==> src/rtl/datapath_fsm.sv <==
// datapath_fsm: Moore sequencer for the register-file/ALU datapath.
// Strobes are registered, computed from next state and latched instruction.
module datapath_fsm #(
  parameter bit ILLEGAL_TRAP = 1'b0
) (
  input  logic       clk,
  input  logic       reset,
  input  logic       s,
  input  logic [2:0] opcode,
  input  logic [1:0] op,
  output logic       w,
  output logic       err,
  output logic [2:0] nsel,
  output logic [1:0] vsel,
  output logic [1:0] ALUop,
  output logic       write,
  output logic       loada,
  output logic       loadb,
  output logic       loadc,
  output logic       loads,
  output logic       asel,
  output logic       bsel
);

  typedef enum logic [2:0] {
    WAIT, DECODE, WRITE_IMM, GET_A,
    GET_B, EXEC, WRITE_REG, HALT
  } state_t;

  typedef struct packed {
    logic       w;
    logic       err;
    logic [2:0] nsel;
    logic [1:0] vsel;
    logic [1:0] alu_op;
    logic       write;
    logic       loada;
    logic       loadb;
    logic       loadc;
    logic       loads;
    logic       asel;
  } ctl_t;

  function automatic logic is_movi(
    logic [2:0] c, logic [1:0] o);
    return c == 3'b110 && o == 2'b10;
  endfunction

  function automatic logic is_movr(
    logic [2:0] c, logic [1:0] o);
    return c == 3'b110 && o == 2'b00;
  endfunction

  function automatic logic is_arith(
    logic [2:0] c);
    return c == 3'b101;
  endfunction

  function automatic logic is_cmp(
    logic [2:0] c, logic [1:0] o);
    return c == 3'b101 && o == 2'b01;
  endfunction

  function automatic logic is_mvn(
    logic [2:0] c, logic [1:0] o);
    return c == 3'b101 && o == 2'b11;
  endfunction

  function automatic state_t next_of(
    state_t st, logic go,
    logic [2:0] c, logic [1:0] o);
    state_t nx;
    nx = WAIT;
    unique case (st)
      WAIT:      nx = go ? DECODE : WAIT;
      DECODE: begin
        unique case (1'b1)
          is_movi(c, o):
            nx = WRITE_IMM;
          is_movr(c, o) || is_mvn(c, o):
            nx = GET_B;
          is_arith(c) && !is_mvn(c, o):
            nx = GET_A;
          default:
            nx = ILLEGAL_TRAP ? HALT : WAIT;
        endcase
      end
      WRITE_IMM: nx = WAIT;
      GET_A:     nx = GET_B;
      GET_B:     nx = EXEC;
      EXEC:      nx = is_cmp(c, o) ? WAIT : WRITE_REG;
      WRITE_REG: nx = WAIT;
      HALT:      nx = HALT;
      default:   nx = WAIT;
    endcase
    return nx;
  endfunction

  function automatic ctl_t ctl_of(
    state_t st,
    logic [2:0] c, logic [1:0] o);
    ctl_t k;
    logic legal;
    k = '0;
    legal = is_movi(c, o) || is_movr(c, o)
          || is_arith(c);
    unique case (st)
      WAIT:      k.w = 1'b1;
      DECODE:    k.err = !legal;
      WRITE_IMM: begin
        k.nsel  = 3'b001;
        k.vsel  = 2'b10;
        k.write = 1'b1;
      end
      GET_A: begin
        k.nsel  = 3'b001;
        k.loada = 1'b1;
      end
      GET_B: begin
        k.nsel  = 3'b100;
        k.loadb = 1'b1;
      end
      EXEC: begin
        k.alu_op = is_movr(c, o) ? 2'b00 : o;
        k.asel   = is_movr(c, o) || is_mvn(c, o);
        k.loads  = is_cmp(c, o);
        k.loadc  = !is_cmp(c, o);
      end
      WRITE_REG: begin
        k.nsel  = 3'b010;
        k.write = 1'b1;
      end
      HALT:      k.err = 1'b1;
      default:   k = '0;
    endcase
    return k;
  endfunction

  state_t     state;
  state_t     nxt;
  logic [2:0] lat_opc;
  logic [1:0] lat_op;
  logic [2:0] opc_n;
  logic [1:0] op_n;
  logic       go;
  ctl_t       ctl;

  // Capture happens on the same edge that leaves WAIT
  assign go    = state == WAIT && s;
  assign opc_n = go ? opcode : lat_opc;
  assign op_n  = go ? op : lat_op;
  assign nxt   = next_of(state, go, lat_opc, lat_op);

  always_ff @(posedge clk) begin
    if (reset) begin
      state   <= WAIT;
      lat_opc <= '0;
      lat_op  <= '0;
      ctl     <= ctl_of(WAIT, 3'b000, 2'b00);
    end else begin
      state   <= nxt;
      lat_opc <= opc_n;
      lat_op  <= op_n;
      ctl     <= ctl_of(nxt, opc_n, op_n);
    end
  end

  assign w     = ctl.w;
  assign err   = ctl.err;
  assign nsel  = ctl.nsel;
  assign vsel  = ctl.vsel;
  assign ALUop = ctl.alu_op;
  assign write = ctl.write;
  assign loada = ctl.loada;
  assign loadb = ctl.loadb;
  assign loadc = ctl.loadc;
  assign loads = ctl.loads;
  assign asel  = ctl.asel;
  assign bsel  = 1'b0;

endmodule

==> config.mk <==
export PLATFORM = sky130hd
export DESIGN_NAME = datapath_fsm
export DESIGN_NICKNAME = d
export VERILOG_FILES = /design/src/rtl/datapath_fsm.sv
export SDC_FILE = /design/constraint.sdc
export NUM_CORES = 1
export LEC_CHECK = 0
export ABC_AREA = 1
export BUFFER_PORTS_ARGS = -buffer_cell sky130_fd_sc_hd__buf_2
export CAP_MARGIN = 20
export CORE_MARGIN = 4
export CORE_UTILIZATION = 50
export CTS_CLUSTER_SIZE = 25
export DETAILED_ROUTE_END_ITERATION = 16
export PLACE_DENSITY = 0.73
export SETUP_SLACK_MARGIN = 0.5
export SYNTH_ARGS = -nofsm -noshare
export SYNTH_HDL_FRONTEND = slang
export SYNTH_SLANG_ARGS = --single-unit
==> constraint.sdc <==
create_clock -name clk -period 1.6 [get_ports clk]
set_clock_uncertainty 0.05 [all_clocks]
set_input_delay 0.16 -clock clk [delete_from_list [all_inputs] [get_ports clk]]
set_output_delay 0.16 -clock clk [all_outputs]
set_load 0.05 [all_outputs]
==> impl_metrics.tcl, run 1 <==
set metrics [dict create \
    firstDrtPassIters 4 \
    tns_ps 0 \
    slowest_delay_ps 380 \
    startpoint "state[0]" \
    synthSimpleGateAreaFrac 0.361 \
    num_antenna_cells 0 \
    wl_per_cell_um 14.3 \
    layout_common_cells "22 x nor2_1, 15 x dfxtp_1, 14 x buf_4" \
    required_ps 1810 \
    vias_per_cell 5.31 \
    timing.hold.ws_ps 112 \
    holdCritStartpoint "opcode[0]" \
    final_cell_area_um2 1400 \
    cts.sinks 22 \
    vias 946 \
    hold_viol 0 \
    overflow 0 \
    grtUsageTotal 0.182 \
    crit_arrival_ps 1650 \
    setup_violations 0 \
    drtAntennaViolNets 0 \
    reg2regPathDepth 9 \
    numPortBuffers 21 \
    fp-row-count 15 \
    rsz0062_at_grt "true" \
    min_path_type "in2reg" \
    clockBufferDepth 2 \
    cp_common_cell "nor2_1" \
    drtIter0Drc 39 \
    ir_worst_vdd_mv 0.683 \
    cap_violations 0 \
    htreeDepth 1 \
    fmax_ghz 0.699 \
    yosysUniqueCellTypes 21 \
    gp_congestion 0.936 \
    holdPathStages 3 \
    core_area_um2 1730 \
    synth_area_per_cell_um2 7.62 \
    dpl_cell_area_um2 1040 \
    final_util 0.809 \
    clock_tree.root_cell "clkbuf_4" \
    synth-seq-cells 22 \
    synth_top_family_by_area "simple AND/OR/NAND/NOR gates" \
    reg2reg_from "state[0]" \
    grt_max_degree 15 \
    cp_max_fo 7 \
    grt_pass1_wl_um 3530 \
    powerDensity_nw_per_um2 881 \
    wirelength_um 2550 \
    clock_latency_ps 320 \
    die_x_um 50.6 \
    path_cells "nor2_4, nand3_4, nand2_4, nand2_4, nor2_4, nand2_2, nor2_1, nor2_1, nor2_1" \
    critPathSlowestCell "dfxtp_4" \
    min_period_ps 1430 \
    hpwl_um 1380 \
    initial_core_util 0.525 \
    status "completed" \
    final_common_cell "nor2_1" \
    synthXorXnorAreaFrac 0 \
    critPathCaptureType "register" \
    place_ws_ps 247 \
    cp-start-kind "register" \
    cts_tree "yes" \
    yosysSeqAreaShare 0.486 \
    synthMuxAreaShare 0 \
    io_pins 24 \
    p_leak_uw 0.000651 \
    finalNetCount 162 \
    grt_pass1_vias 823 \
    ys_warn_count 0 \
    cts_buffers 3 \
    synthCells 119 \
    die_area_um2 2560 \
    area_growth_pct 53.9 \
    drive_above_1_share 0.542 \
    cts.clk_slew.worst_paths_ps 120 \
    die_y_um 50.6 \
    synth_area_um2 907 \
    synth_compound_area_frac 0.0662 \
    fin_crit_sh 0.894 \
    antenna_found_initial 0 \
    drc 0 \
    setup_slack_ps 169 \
    slew_viol_final 0 \
    worstSetupPathType "reg2reg" \
    synth_fa_ha_area_frac 0 \
]
[layer usage]
layer	share of wire	wire length (µm)	GRT usage
met2	0.52	1330	0.302
met3	0.049	124	0.0297
met5	0	0	0
met4	0.033	84	0.121
met1	0.40	1010	0.215
[per-stage QoR]
step | cells | power, µW
after global placement | 163 | 728
after global routing | 178 | 1270
final | 178 | 1230
after CTS | 173 | 1160
after detailed placement | 163 | 731
after floorplan | 120 | 701
[report_power, final]
group,internal [µW],switching (µW)
Clock,253,177
Sequential,561,19.8
Combinational,75.8,143
[final cells by class]
| cell class | instances | area [µm²] |
|---|---|---|
| fillers | 104 | 330 |
| clock inverters | 1 | 30.0 |
| inverters | 15 | 68.8 |
| repair buffers | 31 | 226 |
| flip-flops and latches | 22 | 459 |
| well taps | 25 | 31.3 |
| multi-input cells | 81 | 558 |
| clock buffers | 3 | 22.5 |
[synthesized netlist by cell type, drive strengths merged]
master  count  area, µm²
nand2      23       93.8
buf         2       15.0
nand3       9       62.6
inv        15       56.3
o21a        1       7.51
clkbuf      1       3.75
o211ai      1       12.5
dfxtp      22        440
nor2       30        128
o21ai       3       15.0
nor4        1       6.26
nand4       5       37.5
a21oi       5       25.0
conb        1       3.75
[flip-flops by register name (all words and copies together) (netlist names)]
signal,cells
write,1
vsel,1
w,1
loada,1
loadb,1
nsel,3
loadc,1
lat_opc,3
lat_op,2
state,3
loads,1
ALUop,2
asel,1
err,1
[final timing paths]
check,to,slack [ps]
setup / recovery,asel,170
hold / removal,lat_opc[0],110
setup reg to reg,asel,170
hold reg to reg,lat_opc[0],480
[critical path: cells and delay by family (launching register included)]
kind / cells / cell delay, ps
DFF: 1 / 380
and+or+nand+nor: 9 / 960
[what timing repair did]
item                                    4_1_cts  5_1_grt
hold buffers                                  0        0
gates resized for setup                      16       55
cloned                                        1        0
pin swaps                                    11       15
buffers inserted                              5        5
endpoints found under the setup margin       20       31
[kinds of logic after synthesis]
kind of cell,Yosys count
buf+inv,18
simple gates,68
compound gates,10
other cells,1
flops,22
(Power assumes the default switching activity.)
==> run 2, diff against run 1 <==
--- a/config.mk
+++ b/config.mk
@@ -12,7 +12,7 @@
 export CORE_UTILIZATION = 50
 export CTS_CLUSTER_SIZE = 25
 export DETAILED_ROUTE_END_ITERATION = 16
-export PLACE_DENSITY = 0.73
+export PLACE_DENSITY = 0.86
 export SETUP_SLACK_MARGIN = 0.5
 export SYNTH_ARGS = -nofsm -noshare
 export SYNTH_HDL_FRONTEND = slang
==> run 2 against run 1 <==
Effect of this change: cell area shrank 14%; clock-buffer cell count is the same; routed wire length shrank 8.3%; clock power shrank 3%.
==> impl_metrics.tcl, run 2 (same netlist as run 1, synthesis figures left out) <==
set metrics [dict create \
    status "completed" \
    ir_worst_vdd_mv 0.751 \
    die_area_um2 2560 \
    reg2regPathDepth 9 \
    cp-start-kind "register" \
    die_y_um 50.6 \
    finalNonFillerCells 172 \
    holdCritStartpoint "reset" \
    cp_max_fo 6 \
    final_common_cell "nor2_1" \
    clock_latency_ps 310 \
    hpwl_um 1490 \
    setup_violations 0 \
    regToRegSetupSlack_ps 220 \
    vias 893 \
    area_growth_pct 32.8 \
    multiInputGateArea_um2 445 \
    vias_per_cell 5.19 \
    p_leak_uw 0.000599 \
    layout_common_cells "24 x nor2_1, 16 x nand2_1, 16 x buf_4" \
    overflow 0 \
    wirelength_um 2340 \
    r2r-end "asel" \
    fp-row-count 15 \
    reg2reg_from "state[0]" \
    powerDensity_nw_per_um2 969 \
    num_antenna_cells 0 \
    cts_buffers 3 \
    seq_area_um2 449 \
    die_x_um 50.6 \
    grtUsageTotal 0.199 \
    drc 0 \
    crit_arrival_ps 1540 \
    drtIter0Drc 14 \
    wl_per_cell_um 13.6 \
    required_ps 1770 \
    drive_above_1_share 0.435 \
    critPathCaptureType "register" \
    hold_viol 0 \
    slew_viol_final 0 \
    numPortBuffers 21 \
    worstHoldEndpoint "lat_op[0]" \
    fin_crit_sh 0.860 \
    cts.sinks 22 \
    holdPathStages 2 \
    cts_tree "yes" \
    antenna_found_initial 0 \
    htreeDepth 1 \
    drtAntennaViolNets 0 \
    initial_core_util 0.525 \
    firstDrtPassIters 4 \
    min_path_type "in2reg" \
    finalNetCount 156 \
    fillers 146 \
    grt_pass1_wl_um 3830 \
    io_pins 24 \
    min_period_ps 1380 \
    cts.clk_slew.worst_paths_ps 120 \
    rsz0062_at_grt "true" \
    dp_cells 163 \
    clock_tree.root_cell "clkbuf_4" \
    cap_violations 0 \
    tns_ps 0 \
    gp_congestion 0.812 \
    worstSetupPathType "reg2reg" \
    core_area_um2 1730 \
    startpoint "state[0]" \
    grt_pass1_vias 852 \
    clockBufferDepth 2 \
    grt_max_degree 15 \
    fmax_ghz 0.727 \
]
[run 2: cell types whose count changed in the layout (fill, tap and decap cells not counted), sizes merged]
| cell | previous run | this run |
|---|---|---|
| buf | 24 | 23 |
| clkbuf | 10 | 5 |
[run 2: final cells by class]
type,count,area share
multi-input cells,81,0.370
clock inverters,1,0.0249
repair buffers,25,0.141
inverters,15,0.0467
flip-flops and latches,22,0.373
clock buffers,3,0.0187
well taps,25,0.0260
[run 2: metrics by stage]
step | total power, µW | hold slack [ps] | util | cell area, µm² | setup WS, ps
detailed placement | 732 | 447 | 0.604 | 1040 | 223
CTS | 1160 | 123 | 0.667 | 1150 | 259
global route | 1220 | 136 | 0.698 | 1200 | 128
finish | 1170 | 141 | 0.698 | 1200 | 224
floorplan | 701 | 179 | - | 925 | 391
global placement | 727 | 446 | 0.604 | 1040 | 308
[run 2: power breakdown]
part / switching (µW) / internal [µW] / leakage [µW]
Combinational: 116 / 52.0 / 0.000389
Sequential: 15.4 / 566 / 0.000182
Clock: 165 / 253 / 0.0000279
[run 2: what timing repair did]
action	4_1_cts	5_1_grt
buffers inserted	3	1
cloned	0	1
hold buffers	0	0
pin swaps	3	3
gates resized for setup	14	21
setup endpoints to repair	23	30
[run 2: critical path: stages, from the launching register on]
cell and delay, ps:
dfxtp_2 360, nor2_4 210, buf_4 170, nand4_1 80
nand2_1 110, nor2_1 50, nand2_1 70, nor2_1 40
nor2_1 100, nor2_1 40
[run 2: how the worst max path moves through the flow]
| stage | to |
|---|---|
| 3_3_place_gp | asel |
| 4_1_cts | asel |
| 2_1_floorplan | asel |
| 3_5_place_dp | loads |
| 5_1_grt | asel |
| 6_report | asel |
[run 2: routing by layer]
layer / GRT usage / up-vias / routed length, µm
li1: - / 430 / -
met4: 0.112 / 0 / 86
met3: 0.0564 / 12 / 174
met2: 0.339 / 47 / 1180
met5: 0 / - / 0
met1: 0.219 / 404 / 894
